--- src/rtl/pipeline_ctrl_pkg.sv ---
// ---------------------------------------------------------------------------
// pipeline_ctrl_pkg
// Shared definitions for the 5-stage pipeline sequencing controller:
//   - controller FSM state encoding
//   - operand-forwarding select codes (same values as the datapath's
//     EXE_*_FWD_* mux codes)
//   - per-stage rst/en control bundle and helpers to build it
// No ports (package).
// ---------------------------------------------------------------------------
package pipeline_ctrl_pkg;

  localparam int REG_ADDR_W = 5;
  localparam int NUM_STAGES = 5;

  // Stage indices into pipe_ctrl_t
  localparam int STG_IF  = 0;
  localparam int STG_ID  = 1;
  localparam int STG_EXE = 2;
  localparam int STG_MEM = 3;
  localparam int STG_WB  = 4;

  typedef enum logic [1:0] {
    ST_INIT     = 2'd0,
    ST_RUN      = 2'd1,
    ST_MEM_WAIT = 2'd2,
    ST_HALT     = 2'd3
  } ctrl_state_e;

  // Forwarding select codes. FWD_MEMOUT is reserved: the datapath supports
  // it but this controller never drives it.
  localparam logic [1:0] FWD_ALUOUT = 2'd0;
  localparam logic [1:0] FWD_MEMOUT = 2'd1;
  localparam logic [1:0] FWD_WB     = 2'd2;
  localparam logic [1:0] FWD_REG    = 2'd3;

  typedef struct packed {
    logic rst;
    logic en;
  } stage_ctrl_t;

  typedef stage_ctrl_t [NUM_STAGES-1:0] pipe_ctrl_t;

  // Same rst/en pair on every stage.
  function automatic pipe_ctrl_t pipe_all(input logic rst, input logic en);
    pipe_ctrl_t c;
    for (int i = 0; i < NUM_STAGES; i++) begin
      c[i].rst = rst;
      c[i].en  = en;
    end
    return c;
  endfunction

  // Memory freeze: every stage holds, WB takes a bubble so the instruction
  // stuck in MEM is not retired twice.
  function automatic pipe_ctrl_t pipe_mem_stall();
    pipe_ctrl_t c;
    c = pipe_all(1'b0, 1'b0);
    c[STG_WB].rst = 1'b1;
    c[STG_WB].en  = 1'b1;
    return c;
  endfunction

endpackage

--- src/rtl/pipeline_ctrl_if.sv ---
// ---------------------------------------------------------------------------
// pipeline_ctrl_if
// Bundle between the datapath/decoder side (master) and the sequencing
// controller (slave).
//   master drives : ID operand info, EXE/MEM producer info, branch flags,
//                   data-memory request/ack
//   slave drives  : per-stage rst/en, forwarding selects, halted
// ---------------------------------------------------------------------------
interface pipeline_ctrl_if;
  import pipeline_ctrl_pkg::*;

  // ID-stage consumer
  logic [REG_ADDR_W-1:0] addr_rs_id;
  logic [REG_ADDR_W-1:0] addr_rt_id;
  logic                  rs_used_id;
  logic                  rt_used_id;
  logic                  is_branch_id;
  // EXE / MEM producers
  logic                  is_branch_exe;
  logic                  is_branch_mem;
  logic [REG_ADDR_W-1:0] regw_addr_exe;
  logic [REG_ADDR_W-1:0] regw_addr_mem;
  logic                  wb_wen_exe;
  logic                  wb_wen_mem;
  logic                  mem_ren_exe;
  // Data memory handshake
  logic                  mem_req;
  logic                  mem_ack;
  // Stage controls
  logic                  if_rst,  if_en;
  logic                  id_rst,  id_en;
  logic                  exe_rst, exe_en;
  logic                  mem_rst, mem_en;
  logic                  wb_rst,  wb_en;
  // Forwarding and status
  logic [1:0]            exe_fwd_a_ctrl;
  logic [1:0]            exe_fwd_b_ctrl;
  logic                  halted;

  modport master (
    output addr_rs_id, addr_rt_id, rs_used_id, rt_used_id, is_branch_id,
           is_branch_exe, is_branch_mem, regw_addr_exe, regw_addr_mem,
           wb_wen_exe, wb_wen_mem, mem_ren_exe, mem_req, mem_ack,
    input  if_rst, if_en, id_rst, id_en, exe_rst, exe_en, mem_rst, mem_en,
           wb_rst, wb_en, exe_fwd_a_ctrl, exe_fwd_b_ctrl, halted
  );

  modport slave (
    input  addr_rs_id, addr_rt_id, rs_used_id, rt_used_id, is_branch_id,
           is_branch_exe, is_branch_mem, regw_addr_exe, regw_addr_mem,
           wb_wen_exe, wb_wen_mem, mem_ren_exe, mem_req, mem_ack,
    output if_rst, if_en, id_rst, id_en, exe_rst, exe_en, mem_rst, mem_en,
           wb_rst, wb_en, exe_fwd_a_ctrl, exe_fwd_b_ctrl, halted
  );

endinterface

--- src/rtl/pipeline_ctrl_fwd_sel.sv ---
// ---------------------------------------------------------------------------
// fwd_sel
// Forwarding select for one source operand of the instruction in ID.
// Pure combinational; instantiated once for rs and once for rt.
//   addr_i     : source register number
//   used_i     : instruction actually reads this operand
//   exe_addr_i : destination of the instruction in EXE
//   exe_wen_i  : EXE instruction writes the register file
//   mem_addr_i : destination of the instruction in MEM
//   mem_wen_i  : MEM instruction writes the register file
//   sel_o      : FWD_ALUOUT / FWD_WB / FWD_REG
// ---------------------------------------------------------------------------
module fwd_sel
  import pipeline_ctrl_pkg::*;
(
  input  logic [REG_ADDR_W-1:0] addr_i,
  input  logic                  used_i,
  input  logic [REG_ADDR_W-1:0] exe_addr_i,
  input  logic                  exe_wen_i,
  input  logic [REG_ADDR_W-1:0] mem_addr_i,
  input  logic                  mem_wen_i,
  output logic [1:0]            sel_o
);

  // The select is registered by the datapath, so an EXE producer is in MEM
  // (ALU result) and a MEM producer is in WB when the consumer reaches EXE.
  // The EXE producer is younger and therefore holds the live value.
  always_comb begin
    sel_o = FWD_REG;
    if (used_i && (addr_i != '0)) begin
      if (exe_wen_i && (exe_addr_i == addr_i)) begin
        sel_o = FWD_ALUOUT;
      end else if (mem_wen_i && (mem_addr_i == addr_i)) begin
        sel_o = FWD_WB;
      end
    end
  end

endmodule

--- src/rtl/pipeline_ctrl.sv ---
// ---------------------------------------------------------------------------
// pipeline_ctrl
// Sequencing controller for the 5-stage MIPS datapath: holds all stages in
// reset after rst, inserts load-use bubbles, squashes wrong-path fetches
// around branches/jumps (resolved in MEM), freezes the pipe while data
// memory is busy, halts on a memory timeout, and produces the operand
// forwarding selects for the instruction in ID.
// Ports:
//   clk      : core clock
//   rst      : asynchronous active-high reset
//   ctrl_if  : pipeline_ctrl_if.slave (hazard inputs, stage controls,
//              forwarding selects, halted)
// Only state, counter and halted are registered; stage controls and
// forwarding selects are combinational from state and inputs.
// ---------------------------------------------------------------------------
module pipeline_ctrl
  import pipeline_ctrl_pkg::*;
#(
  parameter int INIT_CYCLES = 4,
  parameter int MEM_TIMEOUT = 255,
  parameter int CNT_W       = 8
) (
  input  logic              clk,
  input  logic              rst,
  pipeline_ctrl_if.slave    ctrl_if
);

  localparam logic [CNT_W-1:0] INIT_LAST   = CNT_W'(INIT_CYCLES - 1);
  localparam logic [CNT_W-1:0] TIMEOUT_CNT = CNT_W'(MEM_TIMEOUT);

  ctrl_state_e      state_q, state_d;
  logic [CNT_W-1:0] cnt_q, cnt_d;
  logic             halted_q, halted_d;
  logic [CNT_W-1:0] cnt_inc;

  pipe_ctrl_t       pipe_ctrl;
  logic             run_cycle;
  logic             fwd_force_reg;

  // -------------------------------------------------------------------------
  // Forwarding selects: one fwd_sel per source operand (0 = rs, 1 = rt)
  // -------------------------------------------------------------------------
  logic [REG_ADDR_W-1:0] op_addr [2];
  logic                  op_used [2];
  logic [1:0]            op_sel  [2];

  assign op_addr[0] = ctrl_if.addr_rs_id;
  assign op_addr[1] = ctrl_if.addr_rt_id;
  assign op_used[0] = ctrl_if.rs_used_id;
  assign op_used[1] = ctrl_if.rt_used_id;

  for (genvar gi = 0; gi < 2; gi++) begin : g_fwd
    fwd_sel u_fwd_sel (
      .addr_i     (op_addr[gi]),
      .used_i     (op_used[gi]),
      .exe_addr_i (ctrl_if.regw_addr_exe),
      .exe_wen_i  (ctrl_if.wb_wen_exe),
      .mem_addr_i (ctrl_if.regw_addr_mem),
      .mem_wen_i  (ctrl_if.wb_wen_mem),
      .sel_o      (op_sel[gi])
    );
  end

  // -------------------------------------------------------------------------
  // Load-use detection: a load in EXE whose destination is read by ID cannot
  // be forwarded in time, so one bubble is inserted into EXE.
  // -------------------------------------------------------------------------
  logic rs_hit, rt_hit, load_use;

  assign rs_hit   = ctrl_if.rs_used_id && (ctrl_if.addr_rs_id == ctrl_if.regw_addr_exe);
  assign rt_hit   = ctrl_if.rt_used_id && (ctrl_if.addr_rt_id == ctrl_if.regw_addr_exe);
  assign load_use = ctrl_if.mem_ren_exe && ctrl_if.wb_wen_exe &&
                    (ctrl_if.regw_addr_exe != '0) && (rs_hit || rt_hit);

  assign cnt_inc = cnt_q + 1'b1;

  // -------------------------------------------------------------------------
  // State register
  // -------------------------------------------------------------------------
  always_ff @(posedge clk or posedge rst) begin
    if (rst) begin
      state_q  <= ST_INIT;
      cnt_q    <= '0;
      halted_q <= 1'b0;
    end else begin
      state_q  <= state_d;
      cnt_q    <= cnt_d;
      halted_q <= halted_d;
    end
  end

  // -------------------------------------------------------------------------
  // Next state and stage controls
  // -------------------------------------------------------------------------
  always_comb begin
    state_d       = state_q;
    cnt_d         = cnt_q;
    halted_d      = halted_q;
    pipe_ctrl     = pipe_all(1'b0, 1'b1);
    run_cycle     = 1'b0;
    fwd_force_reg = 1'b0;

    case (state_q)
      ST_INIT: begin
        pipe_ctrl     = pipe_all(1'b1, 1'b0);
        fwd_force_reg = 1'b1;
        if (cnt_q == INIT_LAST) begin
          state_d = ST_RUN;
          cnt_d   = '0;
        end else begin
          cnt_d = cnt_inc;
        end
      end

      ST_RUN: begin
        if (ctrl_if.mem_req && !ctrl_if.mem_ack) begin
          pipe_ctrl = pipe_mem_stall();
          state_d   = ST_MEM_WAIT;
          cnt_d     = '0;
        end else begin
          run_cycle = 1'b1;
        end
      end

      ST_MEM_WAIT: begin
        if (ctrl_if.mem_ack) begin
          // The access completes and the pipe advances as in a normal RUN
          // cycle, hazard handling included: the ID instruction may still
          // depend on a load in EXE or be squashed by a branch.
          state_d   = ST_RUN;
          cnt_d     = '0;
          run_cycle = 1'b1;
        end else begin
          pipe_ctrl = pipe_mem_stall();
          cnt_d     = cnt_inc;
          if (cnt_inc == TIMEOUT_CNT) begin
            state_d  = ST_HALT;
            halted_d = 1'b1;
          end
        end
      end

      ST_HALT: begin
        // Everything frozen (not reset) so the pipe contents can be inspected.
        pipe_ctrl = pipe_all(1'b0, 1'b0);
        halted_d  = 1'b1;
      end

      default: begin
        state_d = ST_INIT;
        cnt_d   = '0;
      end
    endcase

    // Hazards, highest priority first; a lower item is masked by a higher.
    if (run_cycle) begin
      if (ctrl_if.is_branch_mem) begin
        // PC loads the resolved target; the wrong-path instruction in IF is
        // killed on its way into ID.
        pipe_ctrl[STG_IF].en  = 1'b1;
        pipe_ctrl[STG_ID].rst = 1'b1;
      end else if (load_use) begin
        // Hold IF and ID, bubble into EXE. The load moves to MEM, so the
        // condition clears by itself next cycle.
        pipe_ctrl[STG_IF].en  = 1'b0;
        pipe_ctrl[STG_ID].en  = 1'b0;
        pipe_ctrl[STG_EXE].rst = 1'b1;
      end else if (ctrl_if.is_branch_exe || ctrl_if.is_branch_id) begin
        // Branch still unresolved: stop fetching and squash what is behind
        // it; the branch itself keeps moving down the pipe.
        pipe_ctrl[STG_IF].en  = 1'b0;
        pipe_ctrl[STG_ID].rst = 1'b1;
      end
    end
  end

  // -------------------------------------------------------------------------
  // Outputs
  // -------------------------------------------------------------------------
  assign ctrl_if.if_rst  = pipe_ctrl[STG_IF].rst;
  assign ctrl_if.if_en   = pipe_ctrl[STG_IF].en;
  assign ctrl_if.id_rst  = pipe_ctrl[STG_ID].rst;
  assign ctrl_if.id_en   = pipe_ctrl[STG_ID].en;
  assign ctrl_if.exe_rst = pipe_ctrl[STG_EXE].rst;
  assign ctrl_if.exe_en  = pipe_ctrl[STG_EXE].en;
  assign ctrl_if.mem_rst = pipe_ctrl[STG_MEM].rst;
  assign ctrl_if.mem_en  = pipe_ctrl[STG_MEM].en;
  assign ctrl_if.wb_rst  = pipe_ctrl[STG_WB].rst;
  assign ctrl_if.wb_en   = pipe_ctrl[STG_WB].en;

  assign ctrl_if.exe_fwd_a_ctrl = fwd_force_reg ? FWD_REG : op_sel[0];
  assign ctrl_if.exe_fwd_b_ctrl = fwd_force_reg ? FWD_REG : op_sel[1];
  assign ctrl_if.halted         = halted_q;

endmodule

--- src/flat_wrapper.sv ---
// flat-port wrapper written by rule: the top's interface ports become plain ports
module pipeline_ctrl_flat import pipeline_ctrl_pkg::*;
#(
  parameter int INIT_CYCLES = 4,
  parameter int MEM_TIMEOUT = 255,
  parameter int CNT_W       = 8
)
  (clk, rst, ctrl_if_addr_rs_id, ctrl_if_addr_rt_id, ctrl_if_rs_used_id, ctrl_if_rt_used_id, ctrl_if_is_branch_id, ctrl_if_is_branch_exe, ctrl_if_is_branch_mem, ctrl_if_regw_addr_exe, ctrl_if_regw_addr_mem, ctrl_if_wb_wen_exe, ctrl_if_wb_wen_mem, ctrl_if_mem_ren_exe, ctrl_if_mem_req, ctrl_if_mem_ack, ctrl_if_if_rst, ctrl_if_if_en, ctrl_if_id_rst, ctrl_if_id_en, ctrl_if_exe_rst, ctrl_if_exe_en, ctrl_if_mem_rst, ctrl_if_mem_en, ctrl_if_wb_rst, ctrl_if_wb_en, ctrl_if_exe_fwd_a_ctrl, ctrl_if_exe_fwd_b_ctrl, ctrl_if_halted);
  pipeline_ctrl_if ctrl_if_i ();
  input  logic clk;
  input  logic rst;
  input wire logic [$bits(ctrl_if_i.addr_rs_id)-1:0] ctrl_if_addr_rs_id;
  input wire logic [$bits(ctrl_if_i.addr_rt_id)-1:0] ctrl_if_addr_rt_id;
  input wire logic [$bits(ctrl_if_i.rs_used_id)-1:0] ctrl_if_rs_used_id;
  input wire logic [$bits(ctrl_if_i.rt_used_id)-1:0] ctrl_if_rt_used_id;
  input wire logic [$bits(ctrl_if_i.is_branch_id)-1:0] ctrl_if_is_branch_id;
  input wire logic [$bits(ctrl_if_i.is_branch_exe)-1:0] ctrl_if_is_branch_exe;
  input wire logic [$bits(ctrl_if_i.is_branch_mem)-1:0] ctrl_if_is_branch_mem;
  input wire logic [$bits(ctrl_if_i.regw_addr_exe)-1:0] ctrl_if_regw_addr_exe;
  input wire logic [$bits(ctrl_if_i.regw_addr_mem)-1:0] ctrl_if_regw_addr_mem;
  input wire logic [$bits(ctrl_if_i.wb_wen_exe)-1:0] ctrl_if_wb_wen_exe;
  input wire logic [$bits(ctrl_if_i.wb_wen_mem)-1:0] ctrl_if_wb_wen_mem;
  input wire logic [$bits(ctrl_if_i.mem_ren_exe)-1:0] ctrl_if_mem_ren_exe;
  input wire logic [$bits(ctrl_if_i.mem_req)-1:0] ctrl_if_mem_req;
  input wire logic [$bits(ctrl_if_i.mem_ack)-1:0] ctrl_if_mem_ack;
  output wire logic [$bits(ctrl_if_i.if_rst)-1:0] ctrl_if_if_rst;
  output wire logic [$bits(ctrl_if_i.if_en)-1:0] ctrl_if_if_en;
  output wire logic [$bits(ctrl_if_i.id_rst)-1:0] ctrl_if_id_rst;
  output wire logic [$bits(ctrl_if_i.id_en)-1:0] ctrl_if_id_en;
  output wire logic [$bits(ctrl_if_i.exe_rst)-1:0] ctrl_if_exe_rst;
  output wire logic [$bits(ctrl_if_i.exe_en)-1:0] ctrl_if_exe_en;
  output wire logic [$bits(ctrl_if_i.mem_rst)-1:0] ctrl_if_mem_rst;
  output wire logic [$bits(ctrl_if_i.mem_en)-1:0] ctrl_if_mem_en;
  output wire logic [$bits(ctrl_if_i.wb_rst)-1:0] ctrl_if_wb_rst;
  output wire logic [$bits(ctrl_if_i.wb_en)-1:0] ctrl_if_wb_en;
  output wire logic [$bits(ctrl_if_i.exe_fwd_a_ctrl)-1:0] ctrl_if_exe_fwd_a_ctrl;
  output wire logic [$bits(ctrl_if_i.exe_fwd_b_ctrl)-1:0] ctrl_if_exe_fwd_b_ctrl;
  output wire logic [$bits(ctrl_if_i.halted)-1:0] ctrl_if_halted;
  assign ctrl_if_i.addr_rs_id = ctrl_if_addr_rs_id;
  assign ctrl_if_i.addr_rt_id = ctrl_if_addr_rt_id;
  assign ctrl_if_i.rs_used_id = ctrl_if_rs_used_id;
  assign ctrl_if_i.rt_used_id = ctrl_if_rt_used_id;
  assign ctrl_if_i.is_branch_id = ctrl_if_is_branch_id;
  assign ctrl_if_i.is_branch_exe = ctrl_if_is_branch_exe;
  assign ctrl_if_i.is_branch_mem = ctrl_if_is_branch_mem;
  assign ctrl_if_i.regw_addr_exe = ctrl_if_regw_addr_exe;
  assign ctrl_if_i.regw_addr_mem = ctrl_if_regw_addr_mem;
  assign ctrl_if_i.wb_wen_exe = ctrl_if_wb_wen_exe;
  assign ctrl_if_i.wb_wen_mem = ctrl_if_wb_wen_mem;
  assign ctrl_if_i.mem_ren_exe = ctrl_if_mem_ren_exe;
  assign ctrl_if_i.mem_req = ctrl_if_mem_req;
  assign ctrl_if_i.mem_ack = ctrl_if_mem_ack;
  assign ctrl_if_if_rst = ctrl_if_i.if_rst;
  assign ctrl_if_if_en = ctrl_if_i.if_en;
  assign ctrl_if_id_rst = ctrl_if_i.id_rst;
  assign ctrl_if_id_en = ctrl_if_i.id_en;
  assign ctrl_if_exe_rst = ctrl_if_i.exe_rst;
  assign ctrl_if_exe_en = ctrl_if_i.exe_en;
  assign ctrl_if_mem_rst = ctrl_if_i.mem_rst;
  assign ctrl_if_mem_en = ctrl_if_i.mem_en;
  assign ctrl_if_wb_rst = ctrl_if_i.wb_rst;
  assign ctrl_if_wb_en = ctrl_if_i.wb_en;
  assign ctrl_if_exe_fwd_a_ctrl = ctrl_if_i.exe_fwd_a_ctrl;
  assign ctrl_if_exe_fwd_b_ctrl = ctrl_if_i.exe_fwd_b_ctrl;
  assign ctrl_if_halted = ctrl_if_i.halted;
  pipeline_ctrl #(.INIT_CYCLES(INIT_CYCLES), .MEM_TIMEOUT(MEM_TIMEOUT), .CNT_W(CNT_W)) u_core (.clk(clk), .rst(rst), .ctrl_if(ctrl_if_i));
endmodule
--- config.mk ---
export PLATFORM = sky130hd
export DESIGN_NAME = pipeline_ctrl_flat
export DESIGN_NICKNAME = d
export VERILOG_FILES = /design/src/rtl/pipeline_ctrl_pkg.sv /design/src/rtl/pipeline_ctrl_if.sv /design/src/rtl/pipeline_ctrl_fwd_sel.sv /design/src/rtl/pipeline_ctrl.sv /design/src/flat_wrapper.sv
export SDC_FILE = /design/constraint.sdc
export NUM_CORES = 1
export LEC_CHECK = 0
export BUFFER_PORTS_ARGS = -buffer_cell sky130_fd_sc_hd__clkbuf_2
export CORE_UTILIZATION = 53
export CTS_CLUSTER_DIAMETER = 40
export DETAILED_ROUTE_END_ITERATION = 7
export MAX_ROUTING_LAYER = met4
export PLACE_DENSITY = 0.88
export SETUP_SLACK_MARGIN = 0.1
export SLEW_MARGIN = 30
export SYNTH_ARGS = -nofsm -noshare
export SYNTH_HDL_FRONTEND = slang
export SYNTH_SLANG_ARGS = --single-unit
--- constraint.sdc ---
create_clock -name clk -period 3.7 [get_ports clk]
set_clock_uncertainty 0.15 [all_clocks]
set_input_delay 0.74 -clock clk [delete_from_list [all_inputs] [get_ports clk]]
set_output_delay 0.74 -clock clk [all_outputs]
set_load 0.05 [all_outputs]
==> flow_summary.toml, run 1 <==
[sta]
slew-limit-headroom_pct = 56.4
fin_crit_sh_pct = 85.7
fin_crit_ns = 3.17
max_freq_ghz = 0.315
rsz0062_at_grt = "no"
worstMarginPinSlew_ns = 0.653
setup_viol = 0
whs_ns = 0.289
maxSlewViolCount = 0
tns_ns = 0
hold_viol = 0

[synthesis]
avgSynthCellArea_um2 = 8.00
synthesis.nets = 198
synth-main-ff-cell = "dfrtp_1"
yosysTopAreaCellShare_pct = 21.7
synthArstFlopShare_pct = 100
synthTopCellsByCount = "nand2_1 (14), xor2_1 (14), inv_1 (13)"
synth_seq_cells = 11
synth_cells = 159
yosys_warnings = 0
synth_cell_types = 50
yosysTopAreaCell = "dfrtp_1"
synth.cell_area_um2 = 1270
synth_edf_count = 0
synth_area_leaders = "dfrtp_1 (22%), xor2_1 (9.6%), ha_1 (6.9%), xnor2_1 (4.8%), nand2_1 (4.1%)"
ys_seq_area_share_pct = 21.7

[floorplanning]
die_h_um = 51.0
core_area_um2 = 2230
fp.dieW_um = 51.0
std_cell_rows = 17
start_util_pct = 56.9
ios = 47
dieArea_um2 = 2600

[detailed_routing]
avgViaCountPerCell = 5.95
vias = 1374
totalWireLength_um = 3130
drt_iter0_markers = 34
drt-wirelength-per-cell_um = 13.6
drc = 0
drtPass1Iterations = 4
route.antenna.remaining_nets = 0

[worst_setup_path]
setup.worst_path.end_class = "output port"
critPathLaunchType = "flop"
cp.required_ns = 2.81
rr_worst_depth = 6
r2r-start = "u_core.state_q[0]$_DFFE_PP0P_"
crit_slowest_cell = "dfrtp_1"
criticalPathCategory = "reg2out"
path_cells = "inv_1 > ha_1 > inv_1 > o21ai_0 > nand2_1 > or3_1 > o221ai_1 > clkbuf_2"
cp_common_cell = "inv_1"
reg2reg_slack_ns = 1.28
worstPathArrival_ns = 2.28
critPathMaxStageDelay_ns = 0.43
r2r-end = "u_core.cnt_q[5]$_DFFE_PP0P_"
crit_fanout = 7

[global_route]
antenna_found_initial = 0
grt_start_max_net_pins = 13
grt_util_all_layers_pct = 27.5
grt_overflow_total = 0
grt_first_pass_wirelength_um = 5370
grt_pass1_vias = 1261

[cells_and_area]
nets = 243
n_fill_cell = 195
drive_above_1_share_pct = 28.1
area_delta_synth_final_pct = 20.3
final_util_pct = 68.5
fin_cells = 231
num_antenna_cells = 0

[placed_design]
io_buffers = 46
dp_cells = 227
place_hpwl_um = 2590
gp_congestion = 0.881

[clocking]
cts.htree.levels = 1
cts_buffers = 3
clkSlewWorstSetupHoldPaths_ns = 0.07
cts_root_buffer = "clkbuf_4"
cts_sinks = 11
holdBufCountCts = 0
postCtsSetupRepairBufs = 0
clk_latency_ns = 0.26
tritoncts = "yes"
cts_resized = 0
clk_path_buf_depth = 2

[outcome]
status = "finished, final reports clean"

[pwr]
combPwrFrac_pct = 75.0
peakVddDrop_v = 0.00109
p_clk_share_pct = 7.6
p_total_mw = 1.05
p_int_mw = 0.411
switchingPower_mw = 0.638
cellLeakagePower_nw = 0.697
switching_share_pct = 60.8
seqPwrFrac_pct = 17.4
power.density_nw_per_um2 = 686

[worst_hold_path]
hold_class = "in2async"

[job]
maxCapViolations = 0
==> power groups by stage <==
stage                     combinational (mW)  clock, mW  sequential, mW
after floorplan                        0.647          0           0.169
after detailed placement               0.779          0           0.184
after CTS                              0.781     0.0823           0.182
final                                  0.787     0.0798           0.183
after global placement                 0.760          0           0.182
after global routing                   0.845     0.0881           0.188
==> through the flow <==
step	setup WS [ns]	instance area, um^2
after floorplan	0.452	1270
after global placement	0.712	1500
after detailed placement	0.667	1500
after CTS	0.541	1530
after global routing	0.410	1530
final	0.528	1530
==> per-layer routing <==
layer  up-vias  track usage, %  wire, um
met2        63            48.5      1540
met3         4            2.08       188
met1       633            33.3      1380
li1        674               -         -
met4         0            7.87        23
met5         -               -         0
==> how the worst max path moves through the flow <==
stage,cells past startpoint,endpoint,start,slack (ns)
after floorplan,6,ctrl_if_id_rst,u_core.state_q[0]$_DFFE_PP0P_,0.45
after global placement,6,ctrl_if_id_rst,ctrl_if_regw_addr_exe[1],0.71
after detailed placement,7,ctrl_if_exe_rst,ctrl_if_addr_rs_id[4],0.67
after CTS,8,ctrl_if_if_en,u_core.state_q[1]$_DFFE_PP0P_,0.54
after global routing,8,ctrl_if_if_en,u_core.state_q[1]$_DFFE_PP0P_,0.41
final,8,ctrl_if_if_en,u_core.state_q[1]$_DFFE_PP0P_,0.53
==> cell families (layout without fill, tap and decap cells) <==
logic type | Yosys count | count (layout) | synth area share (%)
AO/OA/AOI/OAI | 42 | 42 | 23.3
XOR/XNOR | 21 | 21 | 14.5
adder cells (fa/ha/maj) | 7 | 7 | 6.89
buffers and inverters | 19 | 63 | 6.50
flip-flops | 11 | 11 | 21.7
multiplexers | 3 | 3 | 2.46
AND/OR/NAND/NOR | 56 | 56 | 24.7
==> sequential cells by signal, indices dropped and copies added, names as in the netlist <==
signal,count
u_core.cnt_q,8
u_core.state_q,2
u_core.ctrl_if.halted,1
==> layout make-up <==
type                       count  area, um^2  area share (%)
inverter                      13        48.8            3.19
tap                           28        35.0            2.29
multi-input combinational    129         913            59.7
timing repair buffer          46         230            15.1
clock buffer                   4        26.3            1.72
sequential                    11         275            18.0
==> worst max-delay path: cells and delay by family (launching register included) <==
kind	cells	cell delay [ns]
flip-flops	1	0.43
buffers and inverters	3	0.52
adder cells (fa/ha/maj)	1	0.29
AO/OA/AOI/OAI	2	0.34
AND/OR/NAND/NOR	2	0.44
==> layout by cell type, fill, tap and decap left out, drive strengths merged, types with 2 or more instances in the layout <==
master	instances
and3	3
mux2i	2
o311ai	2
a31oi	2
nand3	3
nand2b	2
xor2	14
a22o	2
nor4	2
o311a	2
xnor2	7
or3	6
o21ai	11
nand4	6
nor3	4
a21o	2
o211ai	2
nor2	7
ha	7
and4	2
a21oi	7
clkbuf	50
dfrtp	11
o22ai	2
inv	13
nand2	14
No activity file was read; power rests on OpenSTA's default activity.
==> run 2, diff against run 1 <==
--- a/config.mk
+++ b/config.mk
@@ -6,11 +6,12 @@
 export NUM_CORES = 1
 export LEC_CHECK = 0
 export BUFFER_PORTS_ARGS = -buffer_cell sky130_fd_sc_hd__clkbuf_2
-export CORE_UTILIZATION = 53
+export CORE_ASPECT_RATIO = 1.4
+export CORE_UTILIZATION = 45
 export CTS_CLUSTER_DIAMETER = 40
 export DETAILED_ROUTE_END_ITERATION = 7
 export MAX_ROUTING_LAYER = met4
-export PLACE_DENSITY = 0.88
+export PLACE_DENSITY = 0.77
 export SETUP_SLACK_MARGIN = 0.1
 export SLEW_MARGIN = 30
 export SYNTH_ARGS = -nofsm -noshare
==> flow_summary.toml, run 2 (synthesis gave the netlist of run 1 again) <==
[outcome]
status = "finished, final reports clean"

[clocking]
cts_root_buffer = "clkbuf_4"
clk_latency_ns = 0.27
cts_buffers = 3
postCtsSetupRepairBufs = 0
clk_path_buf_depth = 2
holdBufCountCts = 0
cts_resized = 0
cts.htree.levels = 1
tritoncts = "yes"
clkSlewWorstSetupHoldPaths_ns = 0.07
cts_sinks = 11

[worst_setup_path]
r2r-end = "u_core.cnt_q[5]$_DFFE_PP0P_"
r2r-start = "u_core.state_q[0]$_DFFE_PP0P_"
cp_common_cell = "inv_1"
crit_slowest_cell = "dfrtp_1"
setup.worst_path.end_class = "output port"
cp.required_ns = 2.81
crit_fanout = 7
path_cells = "inv_1 > ha_1 > inv_1 > o21ai_0 > nand2_1 > or3_1 > o221ai_1 > clkbuf_2"
reg2reg_slack_ns = 1.33
path_buf_inv = 3
rr_worst_depth = 6
criticalPathCategory = "reg2out"
worstPathArrival_ns = 2.31
crit_family = "buffers and inverters"
critPathLaunchType = "flop"
critPathMaxStageDelay_ns = 0.43

[placed_design]
gp_congestion = 0.887
place_hpwl_um = 2700
pre_cts_ws_ns = 0.639
io_buffers = 46

[sta]
fin_crit_ns = 3.20
setup_ws_ns = 0.502
hold_viol = 0
setup_viol = 0
maxSlewViolCount = 0
worstMarginPinSlew_ns = 0.641
tns_ns = 0
rsz0062_at_grt = "no"
fin_crit_sh_pct = 86.4
max_freq_ghz = 0.313
slew-limit-headroom_pct = 57.2

[detailed_routing]
drtPass1Iterations = 4
route.antenna.remaining_nets = 0
drt_iter0_markers = 19
vias = 1387
drt-wirelength-per-cell_um = 13.8
drc = 0
avgViaCountPerCell = 5.80
totalWireLength_um = 3290

[cells_and_area]
nets = 243
final_util_pct = 58.2
num_antenna_cells = 0
largest_register_ff_count = 8
largest_register = "u_core.cnt_q"
area_delta_synth_final_pct = 21.1
drive_above_1_share_pct = 28.1
final_cell_mix = "clkbuf_2 (46), nand2_1 (14), xor2_1 (14), inv_1 (13), dfrtp_1 (11)"
n_fill_cell = 258
mostFrequentLayoutCell = "clkbuf_2"

[floorplanning]
std_cell_rows = 22
ios = 47
start_util_pct = 48.1
dieArea_um2 = 3040
fp.dieW_um = 46.9
core_area_um2 = 2640
die_h_um = 64.9

[pwr]
cellLeakagePower_nw = 0.697
p_total_mw = 1.05
peakVddDrop_v = 0.000782
power.density_nw_per_um2 = 682

[worst_hold_path]
hold_class = "in2async"

[global_route]
grt_start_max_net_pins = 13
grt_pass1_vias = 1246
grt_util_all_layers_pct = 24.4
antenna_found_initial = 0
grt_first_pass_wirelength_um = 5400
grt_overflow_total = 0

[job]
maxCapViolations = 0
run 2: cell counts in the layout (fill, tap and decap cells not counted):
No cell type changed its count.
run 2: layer usage:
metal	vias to the layer above	wire length (um)	GRT usage, %
met5	-	0	-
met4	0	77	9.29
met3	7	131	0.836
met2	51	1770	44.1
met1	655	1310	26.7
li1	674	-	-
run 2: layout make-up:
class                      instances  area, um^2  share of cell area, %
multi-input combinational        129         913                   59.3
sequential                        11         275                   17.9
timing repair buffer              46         230                   15.0
inverter                          13        48.8                   3.17
tap                               36        45.0                   2.93
clock buffer                       4        26.3                   1.71
run 2: how the worst max path moves through the flow:
stage | startpoint | end | slack [ns] | depth (start not counted)
finish | u_core.state_q[1]$_DFFE_PP0P_ | ctrl_if_if_en | 0.50 | 8
global route | u_core.state_q[1]$_DFFE_PP0P_ | ctrl_if_if_en | 0.35 | 8
CTS | u_core.state_q[1]$_DFFE_PP0P_ | ctrl_if_if_en | 0.52 | 8
detailed placement | ctrl_if_regw_addr_exe[1] | ctrl_if_id_rst | 0.64 | 6
global placement | ctrl_if_regw_addr_exe[1] | ctrl_if_if_en | 0.68 | 6
floorplan | u_core.state_q[0]$_DFFE_PP0P_ | ctrl_if_id_rst | 0.45 | 6
run 2: report_power, final:
group	internal, mW	total (mW)	switching (mW)
Combinational	0.225	0.783	0.558
Sequential	0.143	0.182	0.0386
Clock	0.0418	0.0840	0.0422
Total	0.410	1.05	0.639
run 2: stage by stage:
step | cell area, um^2 | hold WS [ns] | cells
detailed placement | 1510 | 0.323 | 235
CTS | 1540 | 0.309 | 239
global placement | 1510 | 0.321 | 235
finish | 1540 | 0.289 | 239
floorplan | 1270 | 0.381 | 159
global route | 1540 | 0.336 | 239
